<file path="config.mk">
export PLATFORM = sky130hd
export DESIGN_NAME = alarm_ring_ctrl
export DESIGN_NICKNAME = d
export VERILOG_FILES = /design/src/rtl/alarm_clock_pkg.sv /design/src/rtl/alarm_ring_ctrl_sec_timer.sv /design/src/rtl/alarm_ring_ctrl.sv
export SDC_FILE = /design/constraint.sdc
export NUM_CORES = 1
export LEC_CHECK = 0
export CAP_MARGIN = 20
export CELL_PAD_IN_SITES_DETAIL_PLACEMENT = 0
export CELL_PAD_IN_SITES_GLOBAL_PLACEMENT = 2
export CORE_MARGIN = 5
export CORE_UTILIZATION = 32
export DETAILED_ROUTE_END_ITERATION = 8
export PLACE_DENSITY = 0.83
export REMOVE_ABC_BUFFERS = 1
export SYNTH_ARGS = -nofsm -noshare
export SYNTH_HDL_FRONTEND = slang
export SYNTH_SLANG_ARGS = --single-unit
</file>
<file path="constraint.sdc">
create_clock -name clk_pi -period 2.4 [get_ports clk_pi]
set_input_delay 0.6 -clock clk_pi [delete_from_list [all_inputs] [get_ports clk_pi]]
set_output_delay 0.6 -clock clk_pi [all_outputs]
set_load 0.01 [all_outputs]
</file>
<file path="src/rtl/alarm_clock_pkg.sv">
// Shared encodings and sizing helpers for the alarm clock ring/snooze path.
package alarm_clock_pkg;

  // Ring controller state encodings, shared by the RTL and its bench.
  localparam logic [1:0] IDLE    = 2'd0;
  localparam logic [1:0] RINGING = 2'd1;
  localparam logic [1:0] SNOOZED = 2'd2;
  localparam logic [1:0] DONE    = 2'd3;

  typedef enum logic [1:0] {
    ST_IDLE    = IDLE,
    ST_RINGING = RINGING,
    ST_SNOOZED = SNOOZED,
    ST_DONE    = DONE
  } ring_state_e;

  // Counter width for values 0..n-1, never narrower than one bit.
  function automatic int unsigned safe_width(input int unsigned n);
    return (n <= 1) ? 1 : $clog2(n);
  endfunction

endpackage

</file>
<file path="src/rtl/alarm_ring_ctrl_sec_timer.sv">
// Loadable, clearable seconds counter with a fixed direction and a
// terminal-count flag. Steps only on i_step and never runs past its limit.
module sec_timer #(
  parameter int unsigned     WIDTH    = 8,
  parameter bit              COUNT_UP = 1'b1,
  parameter logic [WIDTH-1:0] TC_VAL  = '0
) (
  input  logic             clk,
  input  logic             rst_n,
  input  logic             i_clr,
  input  logic             i_load,
  input  logic [WIDTH-1:0] i_load_val,
  input  logic             i_step,
  output logic [WIDTH-1:0] o_count,
  output logic             o_tc
);

  logic [WIDTH-1:0] r_count;
  logic             w_at_limit;

  // Up counters stop at the terminal count, down counters stop at zero.
  assign w_at_limit = COUNT_UP ? (r_count == TC_VAL) : (r_count == '0);
  assign o_tc       = (r_count == TC_VAL);
  assign o_count    = r_count;

  // Counter register: clear beats load beats step.
  always_ff @(posedge clk or negedge rst_n) begin
    // NOTE: state registers use non-blocking assignments so every flop samples pre-edge values.
    if (!rst_n) begin
      r_count <= '0;
    end else if (i_clr) begin
      r_count <= '0;
    end else if (i_load) begin
      r_count <= i_load_val;
    end else if (i_step && !w_at_limit) begin
      r_count <= COUNT_UP ? (r_count + WIDTH'(1)) : (r_count - WIDTH'(1));
    end
  end

endmodule

</file>
<file path="src/rtl/alarm_ring_ctrl.sv">
// Ring/snooze controller for one alarm: rings on trigger, supports a bounded
// number of snoozes, dismiss, and auto-silence after a fixed ring length.
module alarm_ring_ctrl
  import alarm_clock_pkg::*;
#(
  parameter int unsigned SNOOZE_SEC  = 300,
  parameter int unsigned RING_SEC    = 60,
  parameter int unsigned MAX_SNOOZES = 3
) (
  input  logic                               clk_pi,
  input  logic                               rst_n_pi,
  input  logic                               sec_en_pi,
  input  logic                               alarm_en_pi,
  input  logic                               alarm_triggered_pi,
  input  logic                               snooze_pi,
  input  logic                               dismiss_pi,
  output logic                               ring_po,
  output logic                               snoozed_po,
  output logic [$clog2(SNOOZE_SEC+1)-1:0]    snooze_left_po,
  output logic [$clog2(MAX_SNOOZES+1)-1:0]   snooze_count_po
);

  localparam int unsigned RING_W = safe_width(RING_SEC);
  localparam int unsigned SNZ_W  = $clog2(SNOOZE_SEC + 1);
  localparam int unsigned CNT_W  = $clog2(MAX_SNOOZES + 1);

  localparam logic [RING_W-1:0] RING_TC   = RING_W'(RING_SEC - 1);
  localparam logic [SNZ_W-1:0]  SNZ_LOAD  = SNZ_W'(SNOOZE_SEC);
  localparam logic [SNZ_W-1:0]  SNZ_TC    = SNZ_W'(1);
  localparam logic [CNT_W-1:0]  MAX_CNT   = CNT_W'(MAX_SNOOZES);

  ring_state_e       r_state;
  ring_state_e       w_next_state;
  logic [CNT_W-1:0]  r_snooze_count;

  logic              w_ring_clr;
  logic              w_ring_step;
  logic              w_ring_tc;
  logic [RING_W-1:0] w_ring_count;
  logic              w_snz_clr;
  logic              w_snz_load;
  logic              w_snz_step;
  logic              w_snz_tc;
  logic [SNZ_W-1:0]  w_snz_count;
  logic              w_cnt_clr;
  logic              w_cnt_inc;

  // Elapsed ring seconds; terminal count marks the last second before silence.
  sec_timer #(
    .WIDTH    (RING_W),
    .COUNT_UP (1'b1),
    .TC_VAL   (RING_TC)
  ) u_ring_timer (
    .clk        (clk_pi),
    .rst_n      (rst_n_pi),
    .i_clr      (w_ring_clr),
    .i_load     (1'b0),
    .i_load_val ('0),
    .i_step     (w_ring_step),
    .o_count    (w_ring_count),
    .o_tc       (w_ring_tc)
  );

  // Remaining snooze seconds; terminal count at 1 means the next tick re-rings.
  sec_timer #(
    .WIDTH    (SNZ_W),
    .COUNT_UP (1'b0),
    .TC_VAL   (SNZ_TC)
  ) u_snooze_timer (
    .clk        (clk_pi),
    .rst_n      (rst_n_pi),
    .i_clr      (w_snz_clr),
    .i_load     (w_snz_load),
    .i_load_val (SNZ_LOAD),
    .i_step     (w_snz_step),
    .o_count    (w_snz_count),
    .o_tc       (w_snz_tc)
  );

  // State register.
  always_ff @(posedge clk_pi or negedge rst_n_pi) begin
    if (!rst_n_pi) begin
      r_state <= ST_IDLE;
    end else begin
      r_state <= w_next_state;
    end
  end

  // Next-state and timer control; disabling the alarm overrides every state.
  always_comb begin
    // NOTE: every signal gets a default first so no path leaves one unassigned (no latches).
    w_next_state = r_state;
    w_ring_clr   = 1'b0;
    w_ring_step  = 1'b0;
    w_snz_clr    = 1'b0;
    w_snz_load   = 1'b0;
    w_snz_step   = 1'b0;
    w_cnt_clr    = 1'b0;
    w_cnt_inc    = 1'b0;
    if (!alarm_en_pi) begin
      w_next_state = ST_IDLE;
      w_ring_clr   = 1'b1;
      w_snz_clr    = 1'b1;
      w_cnt_clr    = 1'b1;
    end else begin
      case (r_state)
        ST_IDLE: begin
          if (alarm_triggered_pi) begin
            w_next_state = ST_RINGING;
            w_ring_clr   = 1'b1;
            w_cnt_clr    = 1'b1;
          end
        end
        ST_RINGING: begin
          if (dismiss_pi) begin
            w_next_state = ST_DONE;
          end else if (snooze_pi && (r_snooze_count < MAX_CNT)) begin
            w_next_state = ST_SNOOZED;
            w_snz_load   = 1'b1;
            w_cnt_inc    = 1'b1;
          end else if (sec_en_pi && w_ring_tc) begin
            w_next_state = ST_DONE;
          end else if (sec_en_pi) begin
            w_ring_step  = 1'b1;
          end
        end
        ST_SNOOZED: begin
          if (dismiss_pi) begin
            w_next_state = ST_DONE;
            w_snz_clr    = 1'b1;
          end else if (sec_en_pi && w_snz_tc) begin
            w_next_state = ST_RINGING;
            w_snz_clr    = 1'b1;
            w_ring_clr   = 1'b1;
          end else if (sec_en_pi) begin
            w_snz_step   = 1'b1;
          end
        end
        ST_DONE: begin
          if (!alarm_triggered_pi) begin
            w_next_state = ST_IDLE;
          end
        end
      endcase
    end
  end

  // Snoozes used in the current alarm event; only incremented below the cap.
  always_ff @(posedge clk_pi or negedge rst_n_pi) begin
    if (!rst_n_pi) begin
      r_snooze_count <= '0;
    end else if (w_cnt_clr) begin
      r_snooze_count <= '0;
    end else if (w_cnt_inc) begin
      r_snooze_count <= r_snooze_count + CNT_W'(1);
    end
  end

  // The ring timer must never run past its last second.
  ring_timer_bound_a : assert property (
    @(posedge clk_pi) disable iff (!rst_n_pi) w_ring_count <= RING_TC
  );

  assign ring_po         = (r_state == ST_RINGING);
  assign snoozed_po      = (r_state == ST_SNOOZED);
  assign snooze_left_po  = w_snz_count;
  assign snooze_count_po = r_snooze_count;

endmodule

</file>
== Word level (Yosys, flattened, before mapping) ==
Index checks and enable logic that the tools add are counted.

* Input port bits: 7
* Word-level logic and storage cells: 70
* Register bits after elaboration: 19
* Output and inout bits: 13

* Reduce and logical (&&, ||, !) cells: 13
* Equal/unequal tests: 9
* Multiplexer cells: 40
* Magnitude comparators: 1
* Add/subtract/negate cells: 3

{| class="wikitable"
|+ Operator list
! operator !! number
|-
| 2-to-1 mux 9 bit || 3
|-
| 2-to-1 mux 1 bit || 23
|-
| 2-to-1 mux 2 bit || 10
|-
| 2-to-1 mux 6 bit || 2
|-
| equality test 9 x 1 -> 1 bit (second input constant) || 1
|-
| logical NOT 9 bit || 1
|-
| subtractor 9 x 1 -> 9 bit (second input constant) || 1
|-
| case mux 2 bit (4 select lines) || 1
|-
| adder 6 x 1 -> 6 bit (second input constant) || 1
|-
| equality test 6 bit (second input constant) || 1
|-
| != test 3 bit (second input constant) || 2
|-
| logical AND 1 bit || 5
|-
| != test 5 x 3 -> 1 bit (second input constant) || 1
|-
| equality test 2 bit (second input constant) || 2
|-
| != test 4 x 3 -> 1 bit (second input constant) || 1
|-
| AND reduction 4 bit || 1
|-
| nonzero test 2 bit || 2
|-
| nonzero test 3 bit || 1
|-
| adder 2 x 1 -> 2 bit (second input constant) || 1
|-
| equality test 2 x 1 -> 1 bit (second input constant) || 1
|-
| logical NOT 1 bit || 2
|-
| logical NOT 2 bit || 1
|-
| < comparator 2 bit (second input constant) || 1
|-
| case mux 1 bit (2 select lines) || 1
|}

== Depth between registers and ports, before layout ==
* Word-level depth: 10
* Gate-level depth with buffers: 6
* Depth with buffers taken out: 6

== Cells and area by module ==
A second synthesis with hierarchy kept.

* Cells, all modules: 155
* Area, all modules: 1386.3 um^2

{| class="wikitable"
|+ By module, submodules not included
! module !! area each (um^2) !! cells each !! sequential area each (um^2) !! instances
|-
| sec_timer (u_snooze_timer) || 618.1 || 65 || 225.2 || 1
|-
| sec_timer (u_ring_timer) || 412.9 || 47 || 150.1 || 1
|-
| alarm_ring_ctrl || 355.3 || 43 || 100.1 || 1
|}

== Worst setup path after synthesis ==
Ideal clock, no wire load.

* Path kind: input port to flip-flop
* Start point: input port sec_en_pi
* End point: register u_snooze_timer.r_count[8] (netlist: u_snooze_timer.o_count[8])
* Arrival: 1765 ps
* Library setup time: 132 ps
* Path slack: 504 ps
* Buffers on the path: 1
* Data required time: 2268 ps
* Stages on the path: 5
* Path through: clkbuf_1 -> nand3b_1 -> nor3_1 -> a31oi_1 -> or3b_1

* Word-level cells in the longest chain between the ends: 7
* Elaborated cells on any way between the ends: 13
* Those cells by class: 10 x mux; 3 x reduce/logical

{| class="wikitable"
|+ Ends and longest elaborated chain
! item !! line !! source
|-
| start, declared || alarm_ring_ctrl.sv:12 || <nowiki>input logic sec_en_pi,</nowiki>
|-
| 2-to-1 mux 1 bit or logical AND 1 bit (tied branches) || alarm_ring_ctrl.sv:135, alarm_ring_ctrl.sv:131 ||
|-
| 2-to-1 mux 1 bit || alarm_ring_ctrl.sv:131 || <nowiki>end else if (sec_en_pi && w_snz_tc) begin</nowiki>
|-
| 2-to-1 mux 1 bit || alarm_ring_ctrl.sv:128 || <nowiki>if (dismiss_pi) begin</nowiki>
|-
| 2-to-1 mux 1 bit || alarm_ring_ctrl.sv:106 || <nowiki>case (r_state)</nowiki>
|-
| 2-to-1 mux 1 bit || alarm_ring_ctrl.sv:100 || <nowiki>if (!alarm_en_pi) begin</nowiki>
|-
| logical AND 1 bit || alarm_ring_ctrl_sec_timer.sv:35 || <nowiki>end else if (i_step && !w_at_limit) begin</nowiki>
|-
| nonzero test 3 bit (no line) || - ||
|-
| end signal, assigned || alarm_ring_ctrl_sec_timer.sv:34 || <nowiki>r_count <= i_load_val;</nowiki>
|-
| end signal, assigned || alarm_ring_ctrl_sec_timer.sv:36 || <nowiki>r_count <= COUNT_UP ? (r_count + WIDTH'(1)) : (r_count - WIDTH'(1));</nowiki>
|-
| end, declared || alarm_ring_ctrl_sec_timer.sv:18 || <nowiki>logic [WIDTH-1:0] r_count;</nowiki>
|}

Several ways; a longest one is shown, not always the timed one.
A chain may end at the register's enable or synchronous reset.

== Worst setup path in the final report ==
* Start point: register r_state[1]
* End point: output port snoozed_po

* Word-level cells in the longest chain between the ends: 1

{| class="wikitable"
|+ Ends and longest elaborated chain
! item !! line !! source
|-
| start, declared || alarm_ring_ctrl.sv:32 || <nowiki>ring_state_e r_state;</nowiki>
|-
| start signal, assigned || alarm_ring_ctrl.sv:85 || <nowiki>r_state <= w_next_state;</nowiki>
|-
| equality test 2 bit || alarm_ring_ctrl.sv:165 || <nowiki>assign snoozed_po = (r_state == ST_SNOOZED);</nowiki>
|-
| end, declared || alarm_ring_ctrl.sv:18 || <nowiki>output logic snoozed_po,</nowiki>
|}

No other way between the ends.

==> results.py <==
metrics = {
    "outcome": {
        "outcome": "finished clean",
    },
    "setup_path": {
        "cp_max_fo": 11,
        "worstSetupEndpointType": "output port",
        "cp.arrival_ns": 1.63,
        "criticalPathCategory": "reg2out",
        "cp-start-kind": "flop",
        "reg2reg_depth": 5,
        "required_ns": 1.80,
    },
    "grt": {
        "antenna_found_initial": 0,
        "grt_pass1_vias": 1154,
        "grt_overflow": 0,
        "grt_max_degree": 20,
        "grt_pass1_wl_um": 5540,
        "grtUsageTotal_pct": 13.4,
    },
    "synthesis": {
        "synth-edff-count": 0,
        "synth_flop_cell": "dfrtp_1",
        "synthTopCellsByCount": "dfrtp_1, a21oi_1, nand2_1, nor2_1",
        "ys_types": 43,
        "syn_area_um2": 1280,
        "synth-seq-area-share_pct": 37.2,
        "ys.warnings.count": 0,
        "async_flop_share_pct": 100,
        "synth.largest_area_cell": "dfrtp_1",
        "synth_top_area_share_pct": 37.2,
        "synthTopCellsByArea": "dfrtp_1, ha_1, a21oi_1, nand2_1, nand4_1",
        "synthCells": 142,
        "syn_avg_cell_area_um2": 9.01,
        "synth_most_common_cell": "dfrtp_1",
        "synth_seq_cells": 19,
    },
    "die": {
        "start_util_pct": 32.4,
        "rows": 23,
        "core_area_um2": 3940,
        "fp.dieH_um": 73.2,
        "ios": 20,
        "die_w_um": 73.2,
        "dieArea_um2": 5360,
    },
    "layout": {
        "area_growth_pct": 26.8,
        "final_cells": 218,
        "nFillCells": 382,
        "drive_above_1_share_pct": 11.9,
        "antenna_cells": 0,
        "finish.net_count": 181,
    },
    "timing": {
        "clock.fmax_ghz": 0.448,
        "finalCritPeriodShare_pct": 93.1,
        "maxSlewViolCount": 0,
        "slew_headroom_pct": 60.4,
        "setup_tns_ns": 0,
        "hold_violations": 0,
        "setup_violations": 0,
        "period_minus_slack_ns": 2.23,
        "tightest_slew_ns": 0.591,
        "rsz0062_at_grt": "no",
        "fin_skew_ns": 0.00219,
    },
    "clock_network": {
        "htreeDepth": 1,
        "cts_made_buffers": 3,
        "clk_latency_ns": 0.26,
        "clockRootBuffer": "clkbuf_8",
        "cts_setup_buffers": 0,
        "cts_tree": "done",
        "path_clk_slew_ns": 0.08,
        "cts_hold_buf": 0,
        "ctsResizeCount": 0,
        "cts_buffer_depth": 2,
        "cts.sinks": 19,
    },
    "hold_path": {
        "hold_class": "reg2reg",
        "hold_depth": 2,
    },
    "routing": {
        "routed_wl_um": 3380,
        "ant_nets": 0,
        "route.vias.total": 1201,
        "drc": 0,
        "drt_iter0_drc": 147,
        "via_per_inst": 5.51,
        "drt-pass1-iter-count": 4,
        "routedWlPerCell_um": 15.5,
    },
    "placement": {
        "place_congestion": 0.871,
        "dp_hpwl_um": 2630,
        "port_buffers": 19,
        "placedCellCount": 214,
    },
    "pwr": {
        "p_per_area_nw_per_um2": 602,
        "cellLeakagePower_nw": 0.646,
        "ir_worst_vdd_v": 0.000200,
    },
    "run": {
        "cap_violations": 0,
    },
}
cells in the final DEF, fill, tap and decap left out, drive strengths merged, types with 5 or more instances in the layout:
| cell type | Yosys | routed |
|---|---|---|
| clkdlybuf4s50 | 0 | 19 |
| dfrtp | 19 | 19 |
| a21oi | 11 | 11 |
| nand2 | 10 | 10 |
| nor2 | 10 | 10 |
| buf | 3 | 9 |
| nand4 | 6 | 6 |
| o21ai | 6 | 6 |
| inv | 5 | 5 |
| nand3 | 5 | 5 |
| nor3 | 5 | 5 |
| ha | 5 | 5 |
final timing paths:
path                                                            start                               endpoint  slack (ns)
worst max-delay path                           r_state[1]$_DFFE_PN0P_                             snoozed_po        0.17
worst min-delay path                   snooze_count_po[1]$_DFFE_PN0P_         snooze_count_po[1]$_DFFE_PN0P_        0.55
worst min register to register         snooze_count_po[1]$_DFFE_PN0P_         snooze_count_po[1]$_DFFE_PN0P_        0.55
worst max register to register  u_snooze_timer.o_count[0]$_DFFE_PN0P_  u_snooze_timer.o_count[4]$_DFFE_PN0P_        0.48
min in group asynchronous                                    rst_n_pi    u_ring_timer.o_count[5]$_DFFE_PN0P_        0.67
max in group asynchronous                                    rst_n_pi  u_snooze_timer.o_count[3]$_DFFE_PN0P_        1.52
routing by layer:
layer	wire length, um	track usage, %	vias up
met3	92	2.20	7
met1	1560	17.6	590
met4	56	5.33	0
met5	0	0	-
met2	1670	21.7	20
li1	-	-	584
worst max-delay path, cell delays in order, from the launching register on:
cell and delay, ns:
dfrtp_1 0.51, nor2b_1 0.28, clkdlybuf4s50_1 0.58
per-stage QoR:
stage	hold WS, ns	utilization (%)	power (mW)	setup WS (ns)	cell area, um2
2_1_floorplan	0.304	-	0.594	0.606	1250
3_3_place_gp	0.537	39.9	0.740	0.0925	1570
3_5_place_dp	0.550	39.9	0.744	0.0282	1570
4_1_cts	0.561	41.1	0.986	0.153	1620
5_1_grt	0.588	41.1	1.04	0.0528	1620
6_report	0.553	41.1	0.976	0.167	1620
cell type report:
type	instances	area (um2)	area share, %
Clock buffer	3	41.3	2.55
Clock inverter	1	7.51	0.463
Inverter	5	18.8	1.16
Multi-Input combinational cell	112	758	46.8
Sequential cell	19	475	29.3
Tap cell	50	62.6	3.86
Timing Repair Buffer	28	258	15.9
cell families (layout without fill, tap and decap cells):
group | Yosys count | count (layout) | share of synthesized area, %
flops | 19 | 19 | 37.2
simple gates | 64 | 64 | 30.8
xor+xnor | 5 | 5 | 3.43
mux | 2 | 2 | 1.66
fa+ha+maj | 5 | 5 | 4.89
buf+inv | 11 | 37 | 3.52
compound gates | 36 | 36 | 18.5
power breakdown:
part | internal (mW) | switching, mW | leakage [nW]
combinational | 0.161 | 0.177 | 0.362
clock | 0.117 | 0.122 | 0.0217
sequential | 0.344 | 0.0554 | 0.261
total | 0.622 | 0.354 | 0.646
state kept, by name, summed over array words and instances (netlist names):
signal                  count
r_state                     2
snooze_count_po             2
u_ring_timer.o_count        6
u_snooze_timer.o_count      9
Note: power is estimated with default switching activity, not from simulation.
